--- src/rtl/enc_serial.sv ---
// Serialising priority encoder: captures a request vector on load and drains
// the index of every set bit, in priority order, over a valid/ready handshake.
module enc_serial #(
    parameter int N         = 8,
    parameter bit PRIO_HIGH = 1'b1,
    localparam int W        = $clog2(N)
) (
    input  logic         clk,
    input  logic         rst_n,
    input  logic [N-1:0] in_vec,
    input  logic         load,
    output logic         busy,
    output logic [W-1:0] idx_out,
    output logic         idx_valid,
    input  logic         idx_ready,
    output logic [W:0]   total,
    output logic         done,
    output logic         zero_err
);

    typedef enum logic {
        IDLE,
        SCAN
    } state_e;

    state_e       state_q, state_d;
    logic [N-1:0] pending_q, pending_d;
    logic [W:0]   total_q, total_d;
    logic         done_q, done_d;
    logic         zero_err_q, zero_err_d;

    logic [W-1:0] sel_idx;
    logic [N-1:0] sel_oh;
    logic [W:0]   pop_cnt;
    logic [N-1:0] pending_left;

    // Later matches overwrite earlier ones, so scan direction sets priority.
    always_comb begin
        sel_idx = '0;
        sel_oh  = '0;
        if (PRIO_HIGH) begin
            for (int unsigned i = 0; i < N; i++) begin
                if (pending_q[i]) begin
                    sel_idx   = W'(i);
                    sel_oh    = '0;
                    sel_oh[i] = 1'b1;
                end
            end
        end else begin
            for (int unsigned i = N; i > 0; i--) begin
                if (pending_q[i-1]) begin
                    sel_idx     = W'(i - 1);
                    sel_oh      = '0;
                    sel_oh[i-1] = 1'b1;
                end
            end
        end
    end

    always_comb begin
        pop_cnt = '0;
        for (int unsigned i = 0; i < N; i++) begin
            pop_cnt = pop_cnt + {{W{1'b0}}, in_vec[i]};
        end
    end

    assign pending_left = pending_q & ~sel_oh;

    always_comb begin
        state_d    = state_q;
        pending_d  = pending_q;
        total_d    = total_q;
        done_d     = 1'b0;
        zero_err_d = 1'b0;
        case (state_q)
            IDLE: begin
                if (load) begin
                    if (|in_vec) begin
                        pending_d = in_vec;
                        total_d   = pop_cnt;
                        state_d   = SCAN;
                    end else begin
                        zero_err_d = 1'b1;
                        total_d    = '0;
                    end
                end
            end
            SCAN: begin
                if (idx_ready) begin
                    pending_d = pending_left;
                    if (pending_left == '0) begin
                        state_d = IDLE;
                        done_d  = 1'b1;
                    end
                end
            end
            default: state_d = IDLE;
        endcase
    end

    always_ff @(posedge clk or negedge rst_n) begin
        if (!rst_n) begin
            state_q    <= IDLE;
            pending_q  <= '0;
            total_q    <= '0;
            done_q     <= 1'b0;
            zero_err_q <= 1'b0;
        end else begin
            state_q    <= state_d;
            pending_q  <= pending_d;
            total_q    <= total_d;
            done_q     <= done_d;
            zero_err_q <= zero_err_d;
        end
    end

    assign busy      = (state_q == SCAN);
    assign idx_valid = (state_q == SCAN);
    assign idx_out   = idx_valid ? sel_idx : '0;
    assign total     = total_q;
    assign done      = done_q;
    assign zero_err  = zero_err_q;

endmodule

--- config.mk ---
export PLATFORM = sky130hd
export DESIGN_NAME = enc_serial
export DESIGN_NICKNAME = d
export VERILOG_FILES = /design/src/rtl/enc_serial.sv
export SDC_FILE = /design/constraint.sdc
export NUM_CORES = 1
export LEC_CHECK = 0
export ABC_AREA = 1
export CAP_MARGIN = 20
export CORE_MARGIN = 2
export CORE_UTILIZATION = 53
export CTS_CLUSTER_SIZE = 16
export DETAILED_ROUTE_END_ITERATION = 7
export PLACE_DENSITY = 0.82
export SETUP_SLACK_MARGIN = 0.05
export SYNTH_ARGS = -nofsm -noshare
export SYNTH_HDL_FRONTEND = slang
export SYNTH_SLANG_ARGS = --single-unit
--- constraint.sdc ---
create_clock -name clk -period 2.5 [get_ports clk]
set_input_delay 0.5 -clock clk [delete_from_list [all_inputs] [get_ports clk]]
set_output_delay 0.5 -clock clk [all_outputs]
set_load 0.02 [all_outputs]
==> results.ini, run 1 <==
[clock_tree]
htreeDepth = 1
cts_buffer_depth = 2
cts_sinks = 15
postCtsSetupBuffers = 0
clkTransAtPathRegs_ps = 90
cts_buffers = 3
insertion_delay_ps = 290
holdBufCountCts = 0
cts_tree = yes
cts-root-buf = clkbuf_4

[worst_setup_path]
startpoint_type = input port
worstSetupPathType = in -> reg
worstSetupStartpoint = in_vec[3]
endpoint_kind = flop
required_ps = 2730
arrival_ps = 3030
r2r_slack_ps = 1200
critPathMaxFanout = 2
reg2reg_depth = 8
r2r-start = pending_q[7]$_DFFE_PN0P_

[global_route]
grt-busiest-layer = met2
grt.overflow.total = 0
antenna_found_initial = 0
use_met1 = 0.323
grt_pass1_wl_mm = 4.33
grt_use_met3 = 0.0463
gr-usage-met2 = 0.410
grt_pass1_vias = 939
grtUsageTotal = 0.244
grt_max_degree = 16

[detailed_routing]
detail_route.vias_per_cell = 5.07
drt_wl_total_mm = 2.47
via_count = 993
ant_nets = 0
wl_per_cell_um = 12.6
drt_iter0_markers = 30
drc_errors = 0
drt_pass1_iterations = 4

[yosys]
synth_top_area_frac = 0.359
synth_cell_types = 20
synth-compound-area-share = 0.0909
synthTopCellsByArea = dfrtp_1 (36%), nand2_1 (14%), fa_1 (7.7%)
async_reset_ff_frac = 1.00
synth-seq-area-share = 0.359
syn_area_per_cell_um2 = 7.58
synthesis.nets = 158
synth_top_family_by_area = simple AND/OR/NAND/NOR gates
synthMuxAreaShare = 0
synth_warnings = 0
yosys.area.top_type = dfrtp_1
synthSimpleGateAreaFrac = 0.317
synth_enable_flop_cells = 0
ys_ff_latch = 15
synthFlopType = dfrtp_1
synth-xor-area-share = 0.00837
synthAdderAreaFrac = 0.124
synth_area_um2 = 1050
syn_inst = 138

[finish]
seqCellArea_um2 = 375
n_antenna_cell = 0
utilization = 0.732
layout_commonest_cell = nand2_1
finish.net_count = 190
multiInputGateArea_um2 = 596
nFillCells = 165
synthToLayoutAreaGrowth_pct = 33.0
most-common-layout-cells = nand2_1 (38), clkdlybuf4s50_1 (18), inv_1 (17)
drive_gt1_frac = 0.207

[floorplanning]
die_h_um = 48.4
start_util = 0.550
rows = 16
core_um2 = 1900
chipWidth_um = 48.4
pin_count = 23
die-area_um2 = 2340

[timing]
setup_ws_ps = -293
finClkSkew_ps = 2.84
slew_violations = 0
rsz0062_at_grt = yes
setup_viol = 2
min_period_ps = 2790
worst_pin_slew_ps = 674
relSlewSlack = 0.549
fmax_ghz = 0.358
setup_tns_ps = -555
final-hold-violation-count = 0
fin_crit_sh = 1.12

[pwr]
powerDensity_nw_per_um2 = 1080
p_leak_uw = 0.000717
vdd_drop_max_uv = 744

[outcome]
status = finished, violations left
violations = setup timing

[worst_hold_path]
hold_depth = 2
hp-start = total[0]$_DFFE_PN0P_
hp-class = reg -> reg

[placed_design]
gp_congestion = 0.888
io_buffer_count = 22
hpwlAfterDp_mm = 1.87

[job]
cap_violations = 0

-- stage by stage --
step	instance area, um2	std cells	worst slack [ps]	total power, uW	hold slack, ps
2_1_floorplan	1060	138	-375	1030	204
3_3_place_gp	1360	192	-864	1310	462
3_5_place_dp	1360	192	-974	1340	475
4_1_cts	1380	196	-372	1490	498
5_1_grt	1390	196	-351	1640	542
6_report	1390	196	-293	1500	495
-- flip-flops by register name, summed over array words and instances, names as in the netlist --
signal	flops
zero_err	1
busy	1
pending_q	8
total	4
done	1
-- cell type report --
type                    count  area share
clock inverters             1     0.00360
flip-flops and latches     15       0.270
clock buffers               3      0.0162
repair buffers             30       0.197
inverters                  22      0.0612
well taps                  27      0.0243
multi-input cells          98       0.428
-- where the power goes --
part / internal [uW] / switching, uW
Combinational: 392 / 540
Sequential: 336 / 88.0
Clock: 59.5 / 85.4
-- what timing repair did --
action                                  in CTS  in global routing
endpoints found under the setup margin       4                  5
resized for setup                           15                  3
pin swaps                                    6                  5
-- cells in the mapped netlist (3+ instances only) --
cell type / instances
a21oi_1: 4
dfrtp_1: 15
fa_1: 4
ha_1: 4
inv_1: 19
nand2_1: 39
nand2_4: 3
nand3_1: 9
nor2_1: 12
o21ai_0: 6
o21ai_1: 9
-- layer usage --
metal  share of wire  vias up
met4          0.0089        0
met2            0.50       37
met5               0        -
met1            0.43      464
li1                -      488
met3           0.063        4
-- critical path, cell delays in order --
cell and delay, ps:
buf_6 100, fa_1 530, inv_1 50, fa_1 460
fa_1 510, inv_2 50, ha_4 160, fa_2 530
nand3_2 70, nand2_2 60
-- path summary, 6_finish.rpt --
path / end
setup / recovery: total[1]$_DFFE_PN0P_
hold / removal: total[0]$_DFFE_PN0P_
setup reg to reg: busy$_DFF_PN0_
hold reg to reg: total[0]$_DFFE_PN0P_
max in group asynchronous: total[3]$_DFFE_PN0P_
min in group asynchronous: pending_q[4]$_DFFE_PN0P_
-- cells by family (layout without fill, tap and decap cells) --
| kind of cell | Yosys count | count (layout) |
|---|---|---|
| DFF | 15 | 15 |
| adders and majority gates | 8 | 8 |
| buffers and inverters | 25 | 56 |
| and+or+nand+nor | 70 | 70 |
| AOI/OAI and AO/OA | 19 | 19 |
| xor gates and xnor gates | 1 | 1 |
Note: power is estimated with default switching activity, not from simulation.
==> run 2, diff against run 1 <==
CORE_UTILIZATION = 45   (was 53)
PLACE_DENSITY = 0.74   (was 0.82)
SKIP_LAST_GASP = 1   (was not set)
clock period = 2.4 ns   (was 2.5 ns; I/O delays follow)
==> results.ini, run 2 (synthesis gave the netlist of run 1 again) <==
[placed_design]
gp_congestion = 0.837  ; was 0.888
io_buffer_count = 22  ; unchanged
hpwlAfterDp_mm = 1.91  ; was 1.87 mm

[outcome]
violations = setup timing  ; unchanged
status = finished, violations left  ; unchanged

[floorplanning]
die_h_um = 52.2  ; was 48.4 um
rows = 17  ; was 16
core_um2 = 2210  ; was 1900 um2
pin_count = 23  ; unchanged
chipWidth_um = 52.2  ; was 48.4 um
die-area_um2 = 2730  ; was 2340 um2
start_util = 0.473  ; was 0.550

[worst_setup_path]
r2r-start = pending_q[7]$_DFFE_PN0P_  ; unchanged
worstSetupStartpoint = in_vec[0]  ; was in_vec[3]
critPathMaxFanout = 2  ; unchanged
r2r_slack_ps = 1090  ; was 1200 ps
startpoint_type = input port  ; unchanged
arrival_ps = 2950  ; was 3030 ps
worstSetupPathType = in -> reg  ; unchanged
required_ps = 2630  ; was 2730 ps
endpoint_kind = flop  ; unchanged

[timing]
relSlewSlack = 0.547  ; was 0.549
worst_pin_slew_ps = 678  ; was 674 ps
setup_ws_ps = -313  ; was -293 ps
slew_violations = 0  ; unchanged
finClkSkew_ps = 3.13  ; was 2.84 ps
setup_viol = 3  ; was 2
setup_tns_ps = -738  ; was -555 ps
hold_slack_ps = 512  ; was 495 ps
fmax_ghz = 0.369
rsz0062_at_grt = yes  ; unchanged
final-hold-violation-count = 0  ; unchanged
min_period_ps = 2710
fin_crit_sh = 1.13

[finish]
utilization = 0.644  ; was 0.732
drive_gt1_frac = 0.227  ; was 0.207
n_antenna_cell = 0  ; unchanged
synthToLayoutAreaGrowth_pct = 36.2  ; was 33.0%
nFillCells = 202  ; was 165
most-common-layout-cells = nand2_1 (38), clkdlybuf4s50_1 (18), inv_1 (16)  ; was nand2_1 (38), clkdlybuf4s50_1 (18), inv_1 (17)
finish.net_count = 193  ; was 190
layout_commonest_cell = nand2_1  ; unchanged
largest_reg_flops = 8  ; unchanged
top_register = pending_q  ; unchanged

[clock_tree]
cts-root-buf = clkbuf_4  ; unchanged
holdBufCountCts = 0  ; unchanged
insertion_delay_ps = 280  ; was 290 ps
cts_buffers = 3  ; unchanged
cts_sinks = 15  ; unchanged
htreeDepth = 1  ; unchanged
cts_tree = yes  ; unchanged
cts_buffer_depth = 2  ; unchanged
clkTransAtPathRegs_ps = 110  ; was 90 ps

[global_route]
antenna_found_initial = 0  ; unchanged
grt_pass1_vias = 977  ; was 939
grt_pass1_wl_mm = 4.31  ; was 4.33 mm
grt.overflow.total = 0  ; unchanged
grt_max_degree = 16  ; unchanged
grtUsageTotal = 0.212  ; was 0.244

[detailed_routing]
drt_iter0_markers = 18  ; was 30
detail_route.vias_per_cell = 4.76  ; was 5.07
wl_per_cell_um = 12.3  ; was 12.6 um
ant_nets = 0  ; unchanged
drc_errors = 0  ; unchanged
drt_wl_total_mm = 2.45  ; was 2.47 mm
drt_pass1_iterations = 4  ; unchanged
via_count = 952  ; was 993

[pwr]
p_leak_uw = 0.000731  ; was 0.000717 uW
vdd_drop_max_uv = 661  ; was 744 uV
powerDensity_nw_per_um2 = 1100  ; was 1080 nW/um2

[job]
cap_violations = 0  ; unchanged

[worst_hold_path]
hp-start = total[1]$_DFFE_PN0P_  ; was total[0]$_DFFE_PN0P_
hp-class = reg -> reg  ; unchanged

==> run 2: power breakdown <==
group          switching (uW)  internal (uW)
combinational             554            410
clock                    92.5           61.8
sequential               92.5            350
==> run 2: final timing paths <==
kind                            cells past startpoint                  endpoint
worst max-delay path                               10      total[1]$_DFFE_PN0P_
worst min-delay path                                2      total[1]$_DFFE_PN0P_
worst max register to register                      8            busy$_DFF_PN0_
worst min register to register                      2      total[1]$_DFFE_PN0P_
max in group asynchronous                           1  pending_q[0]$_DFFE_PN0P_
min in group asynchronous                           1  pending_q[1]$_DFFE_PN0P_
==> run 2: area by class of cell <==
type | count | area, um2 | share of cell area
multi-input combinational | 98 | 592 | 0.415
clock inverter | 1 | 5.00 | 0.00351
inverter | 22 | 85.1 | 0.0597
timing repair buffer | 33 | 310 | 0.218
clock buffer | 3 | 22.5 | 0.0158
tap | 28 | 35.0 | 0.0246
sequential | 15 | 375 | 0.263
==> run 2: metal layers <==
layer	vias up	global-route usage	share of wire
met5	-	0	0
met4	0	0.0641	0.0057
met3	2	0.0200	0.037
met2	22	0.359	0.52
met1	436	0.288	0.44
li1	492	-	-
==> run 2: metrics by stage <==
stage	setup WS [ps]	std cells	instance area (um2)	total power (uW)
after floorplan	-455	138	1060	1070
after global placement	-946	194	1360	1370
after detailed placement	-1010	194	1360	1390
after CTS	-435	199	1400	1550
after global routing	-410	200	1430	1700
final	-313	200	1430	1560
==> run 2: critical path, cell delays in order <==
cell,delay (ps)
buf_8,100
fa_1,540
inv_1,50
fa_1,450
fa_1,500
inv_2,50
ha_4,150
fa_2,520
nand3_2,50
nand2_1,60
==> run 2: what timing repair did <==
| item | CTS | global route |
|---|---|---|
| endpoints found under the hold margin | 0 | 0 |
| pin swaps | 9 | 9 |
| resized for setup | 17 | 7 |
| setup endpoints to repair | 4 | 5 |
| buffers inserted | 1 | 1 |
